--- src/rtl/fetch_pkg.sv ---
// Shared state encoding and line geometry for the fetch line prefetcher.
package fetch_pkg;

  typedef enum logic [1:0] {
    REQ,
    WAIT,
    PUSH,
    DRAIN
  } fetch_state_e;

  localparam int unsigned LINE_BYTES   = 16;
  localparam int unsigned OFFSET_WIDTH = 2;
  localparam int unsigned LINE_LSB     = 4;

endpackage

--- src/rtl/fetch_pc_gen.sv ---
// Line-aligned fetch PC register: loads a redirect target or steps one line per push.
module fetch_pc_gen
  import fetch_pkg::*;
#(
  parameter int unsigned           ADDR_WIDTH = 32,
  parameter logic [ADDR_WIDTH-1:0] RESET_PC   = '0
) (
  input  logic                           clk,
  input  logic                           rst,
  input  logic                           load,
  input  logic [ADDR_WIDTH-LINE_LSB-1:0] load_line,
  input  logic                           inc,
  output logic [ADDR_WIDTH-1:0]          pc
);

  logic [ADDR_WIDTH-1:0] pc_q, pc_d;

  // A redirect outranks the line step; the add wraps modulo 2^ADDR_WIDTH.
  always_comb begin
    pc_d = pc_q;
    if (load) begin
      pc_d = {load_line, {LINE_LSB{1'b0}}};
    end else if (inc) begin
      pc_d = pc_q + ADDR_WIDTH'(LINE_BYTES);
    end
  end

  always_ff @(posedge clk or negedge rst) begin
    if (!rst) begin
      pc_q <= RESET_PC;
    end else begin
      pc_q <= pc_d;
    end
  end

  assign pc = pc_q;

endmodule

--- src/rtl/fetch_line_prefetcher.sv ---
// Fetch-queue producer: requests one line at a time, pushes returned lines, and
// handles redirects by flushing the queue and dropping stale responses.
module fetch_line_prefetcher
  import fetch_pkg::*;
#(
  parameter int unsigned           ADDR_WIDTH  = 32,
  parameter int unsigned           LINE_WIDTH  = 128,
  parameter int unsigned           INSTR_WIDTH = 32,
  parameter logic [ADDR_WIDTH-1:0] RESET_PC    = '0
) (
  input  logic                    clk,
  input  logic                    rst,
  input  logic                    fetch_en,
  input  logic                    redirect_valid,
  input  logic [ADDR_WIDTH-1:0]   redirect_pc,
  output logic                    mem_req_valid,
  input  logic                    mem_req_ready,
  output logic [ADDR_WIDTH-1:0]   mem_req_addr,
  input  logic                    mem_resp_valid,
  input  logic [LINE_WIDTH-1:0]   mem_resp_data,
  output logic                    q_push,
  output logic [LINE_WIDTH-1:0]   q_data,
  input  logic                    q_full,
  output logic                    q_flush,
  output logic [OFFSET_WIDTH-1:0] q_offset,
  output logic [ADDR_WIDTH-1:0]   fetch_pc
);

  if (LINE_WIDTH != 4 * INSTR_WIDTH || RESET_PC[LINE_LSB-1:0] != '0) begin : g_bad_cfg
    $error("fetch_line_prefetcher: need LINE_WIDTH == 4*INSTR_WIDTH and aligned RESET_PC");
  end

  fetch_state_e            state_q, state_d;
  logic [LINE_WIDTH-1:0]   line_buf_q, line_buf_d;
  logic                    q_flush_q, q_flush_d;
  logic [OFFSET_WIDTH-1:0] q_offset_q, q_offset_d;
  logic                    pc_inc;

  // Byte-within-word bits of the redirect target carry no meaning here.
  logic unused_redirect_bits;
  assign unused_redirect_bits = ^redirect_pc[LINE_LSB-OFFSET_WIDTH-1:0];

  always_comb begin
    state_d       = state_q;
    line_buf_d    = line_buf_q;
    q_flush_d     = redirect_valid;
    q_offset_d    = redirect_valid ? redirect_pc[LINE_LSB-1:LINE_LSB-OFFSET_WIDTH] : '0;
    mem_req_valid = 1'b0;
    q_push        = 1'b0;
    pc_inc        = 1'b0;

    unique case (state_q)
      REQ: begin
        mem_req_valid = fetch_en;
        // A request accepted alongside a redirect is already stale.
        if (fetch_en && mem_req_ready) begin
          state_d = redirect_valid ? DRAIN : WAIT;
        end
      end
      WAIT: begin
        if (redirect_valid) begin
          state_d = mem_resp_valid ? REQ : DRAIN;
        end else if (mem_resp_valid) begin
          line_buf_d = mem_resp_data;
          state_d    = PUSH;
        end
      end
      PUSH: begin
        if (redirect_valid) begin
          state_d = REQ;
        end else if (!q_full) begin
          q_push  = 1'b1;
          pc_inc  = 1'b1;
          state_d = REQ;
        end
      end
      DRAIN: begin
        if (mem_resp_valid) begin
          state_d = REQ;
        end
      end
      default: state_d = REQ;
    endcase

    if (!rst) begin
      mem_req_valid = 1'b0;
      q_push        = 1'b0;
    end
  end

  always_ff @(posedge clk or negedge rst) begin
    if (!rst) begin
      state_q    <= REQ;
      line_buf_q <= '0;
      q_flush_q  <= 1'b0;
      q_offset_q <= '0;
    end else begin
      state_q    <= state_d;
      line_buf_q <= line_buf_d;
      q_flush_q  <= q_flush_d;
      q_offset_q <= q_offset_d;
    end
  end

  fetch_pc_gen #(
    .ADDR_WIDTH (ADDR_WIDTH),
    .RESET_PC   (RESET_PC)
  ) u_pc_gen (
    .clk       (clk),
    .rst       (rst),
    .load      (redirect_valid),
    .load_line (redirect_pc[ADDR_WIDTH-1:LINE_LSB]),
    .inc       (pc_inc),
    .pc        (fetch_pc)
  );

  assign mem_req_addr = rst ? fetch_pc : '0;
  assign q_data       = line_buf_q;
  assign q_flush      = q_flush_q;
  assign q_offset     = q_offset_q;

  // Responses are only legal while a request is outstanding.
  resp_in_window: assert property (@(posedge clk) disable iff (!rst)
    mem_resp_valid |-> (state_q inside {WAIT, DRAIN}));

endmodule
--- config.mk ---
export PLATFORM = sky130hd
export DESIGN_NAME = fetch_line_prefetcher
export DESIGN_NICKNAME = d
export VERILOG_FILES = /design/src/rtl/fetch_pkg.sv /design/src/rtl/fetch_pc_gen.sv /design/src/rtl/fetch_line_prefetcher.sv
export SDC_FILE = /design/constraint.sdc
export NUM_CORES = 1
export LEC_CHECK = 0
export ABC_AREA = 1
export CORE_ASPECT_RATIO = 1.5
export CORE_MARGIN = 3
export CORE_UTILIZATION = 42
export DETAILED_ROUTE_END_ITERATION = 10
export GPL_ROUTABILITY_DRIVEN = 0
export PLACE_DENSITY = 0.8
export SLEW_MARGIN = 15
export SYNTH_ARGS = -nofsm -noshare
export SYNTH_HDL_FRONTEND = slang
export SYNTH_SLANG_ARGS = --single-unit
--- constraint.sdc ---
create_clock -name clk -period 1.7 [get_ports clk]
set_input_delay 0.34 -clock clk [delete_from_list [all_inputs] [get_ports clk]]
set_output_delay 0.34 -clock clk [all_outputs]
set_load 0.005 [all_outputs]
==> metrics.yaml <==
synth:
  synth_cell_types: 36
  syn-cell-area_um2: 7900
  synth-seq-area-share_pct: 51.0
  synthTopCellsByCount: "dfrtp_1 (161), nand2_1 (144), mux2_4 (120), inv_1 (60), nand3_1 (42)"
  yosysTopAreaCell: "dfrtp_1"
  yosys_warnings: 0
  yosysTopAreaCellShare_pct: 51.0
  synth_cells: 673
  synth_edf_count: 0
  yosys.cell_count.top_type: "dfrtp_1"
  async_reset_ff_share_pct: 100
  syn_area_per_cell_um2: 11.7
  synth_area_leaders: "dfrtp_1 (51%), mux2_4 (23%), nand2_1 (6.8%), inv_1 (2.8%), buf_12 (2.8%)"
  ys_seq_elements: 161
  ys.flop_type: "dfrtp_1"
detailed_routing:
  via_per_inst: 4.89
  drt-total-wl_um: 26700
  wl_per_cell_um: 19.3
  first_pass_iters: 5
  vias: 6770
  route.antenna.remaining_nets: 0
  drc_errors: 0
  drt_iter0_drc: 337
floorplanning:
  core_um2: 18200
  die_area_um2: 20500
  die_w_um: 118
  initial_utilization_pct: 43.3
  die_y_um: 174
  std_cell_rows: 60
  pin_count: 364
timing:
  relSlewSlack_pct: 60.8
  hold_viol: 0
  clock.fmax_mhz: 592
  rsz0062_at_grt: "true"
  slew_violations: 0
  worst_pin_slew_ns: 0.588
  setup_violations: 0
  fin_skew_ns: 0.00792
  fin_crit_sh_pct: 99.4
  hold_slack_ns: 0.0448
  setup-tns-final_ns: 0
  layout_setup_ws_ns: 0.0106
  period_minus_slack_ns: 1.69
worst_setup_path:
  cp_common_cell: "nand2_4"
  crit_path_top_delay_cell: "dfrtp_2"
  cp_max_fo: 4
  crit_type: "reg2out"
  startpoint_type: "flip-flop"
  r2r_cells: 9
  crit_path_end_kind: "primary output"
  r2r_end: "u_pc_gen.pc[30]$_DFFE_PN0P_"
  path_cells: "buf_6, nand2_4, nor2_8, nand2_4, nor2_2, buf_2"
  crit_buf_inv: 2
  crit_required_ns: 1.36
  timing.rr.start: "u_pc_gen.pc[5]$_DFFE_PN0P_"
  r2r_slack_ns: 0.03
  crit_family: "flip-flops"
  arrival_ns: 1.35
  critical_path.max_stage_delay_ns: 0.42
power:
  peakVddDrop_uv: 652
  p_sw_share_pct: 29.1
  power.static_leakage_nw: 6.62
  power_mw: 19.1
  power.switching_mw: 5.56
  pwr-share-clk_pct: 19.7
  combPwrFrac_pct: 45.6
  powerDensity_nw_per_um2: 1470
  pwr-share-seq_pct: 34.7
  p_int_mw: 13.5
global_route:
  grt_pass1_wl_um: 41300
  grt_pass1_vias: 7126
  grt_antenna_before_repair: 0
  grt_max_degree: 109
  grt_use_total_pct: 25.9
  grt.overflow.total: 0
cells_and_area:
  diodes: 0
  final_util_pct: 71.3
  syn2layout_area_growth_pct: 64.6
  fillers: 1293
  final_nets: 1292
  drive_gt1_share_pct: 27.9
place:
  dp_hpwl_um: 19500
  place_ws_ns: -0.323
  portBuffers: 353
clock_network:
  cts_buffers: 17
  clkTransAtPathRegs_ns: 0.07
  ctsHtreeMaxLevel: 4
  tritoncts: "yes"
  clk_path_buf_depth: 2
  cts-root-buf: "clkbuf_16"
  cts.sinks: 161
  clock_latency_ns: 0.42
job:
  drv_cap: 0
worst_hold_path:
  worstHoldPathType: "in2async"
outcome:
  status: "complete, no violations"
[worst reg2reg max path, stage by stage (launching register included)]
cell,delay (ns)
dfrtp_1,0.36
buf_4,0.12
ha_2,0.18
nand2_2,0.08
nor2_4,0.15
nand2_2,0.11
nor2_4,0.23
nand3_1,0.11
nand3_1,0.11
nand3_1,0.08
[state kept, by name, indices dropped and copies added (netlist names)]
signal / count
q_data: 128
u_pc_gen.pc: 28
q_flush: 1
state_q: 2
q_offset: 2
[power groups by stage]
stage	clock (mW)	sequential, mW	combinational (mW)
CTS	3.84	6.63	8.67
floorplan	0	6.67	3.40
finish	3.75	6.64	8.71
detailed placement	0	6.71	8.37
global route	3.99	6.85	9.17
global placement	0	6.61	8.19
[layout by cell type, fill, tap and decap left out, drive strengths merged, types with 2 or more instances in the layout]
cell | synthesis | layout
o211ai | 7 | 7
mux2 | 128 | 128
conb | 1 | 8
nand4 | 3 | 3
buf | 28 | 103
clkbuf | 4 | 18
xnor2 | 3 | 3
clkinvlp | 0 | 3
nand2 | 149 | 149
a21oi | 5 | 5
o21ai | 10 | 10
nand3 | 43 | 43
clkdlybuf4s50 | 0 | 282
dlygate4sd2 | 0 | 43
clkinv | 0 | 4
dlymetal6s2s | 0 | 24
dfrtp | 161 | 161
xor2 | 4 | 4
inv | 65 | 71
and2 | 2 | 2
dlygate4sd3 | 0 | 4
o21bai | 5 | 5
nor2 | 50 | 50
[final cells by class]
type	instances	area [µm²]	share of cell area, %
timing repair buffer	457	4490	34.5
sequential	161	4060	31.2
multi-input combinational	422	3330	25.6
clock buffer	18	429	3.30
tap	248	310	2.38
inverter	65	251	1.93
clock inverter	14	146	1.13
[repair_timing]
action,in CTS,in global routing
hold buffers,4,0
pin swaps,0,6
endpoints found under the setup margin,67,41
hold endpoints to repair,13,0
resized for setup,75,43
setup buffers,34,9
[worst max path at each step]
stage / from / cells after the start / slack [ns] / end
6_report: state_q[1]$_DFFE_PN0P_ / 6 / 0.01 / q_push
5_1_grt: u_pc_gen.pc[4]$_DFFE_PN0P_ / 12 / -0.06 / u_pc_gen.pc[25]$_DFFE_PN0P_
4_1_cts: state_q[1]$_DFFE_PN0P_ / 4 / -0.09 / mem_req_valid
3_5_place_dp: q_full / 5 / -0.32 / q_push
3_3_place_gp: q_full / 5 / -0.34 / q_push
2_1_floorplan: u_pc_gen.pc[5]$_DFFE_PN0P_ / 10 / 0.28 / u_pc_gen.pc[26]$_DFFE_PN0P_
[metrics by stage]
| step | instance area, µm² | instances |
|---|---|---|
| finish | 13000 | 1385 |
| global route | 13000 | 1385 |
| CTS | 12800 | 1376 |
| detailed placement | 12000 | 1306 |
| global placement | 12000 | 1306 |
| floorplan | 7930 | 680 |
[kinds of logic (layout without fill, tap and decap cells)]
group           count (synthesis)  count (layout)  share of synthesized area (%)
flops                         161             161                           51.0
fa+ha+maj                       1               1                          0.158
other cells                     1               8                         0.0474
xor+xnor                        7               7                          0.776
compound gates                 29              29                           2.28
buf+inv                        97             554                           7.95
mux                           128             128                           23.9
simple gates                  249             249                           13.9
[routing by layer]
metal	track usage, %	vias to the layer above	routed length (µm)
li1	-	3076	-
met1	27.6	3277	9600
met2	49.3	352	14600
met3	6.28	65	1640
met4	8.70	0	928
met5	0	-	0
No activity file was read; power rests on OpenSTA's default activity.
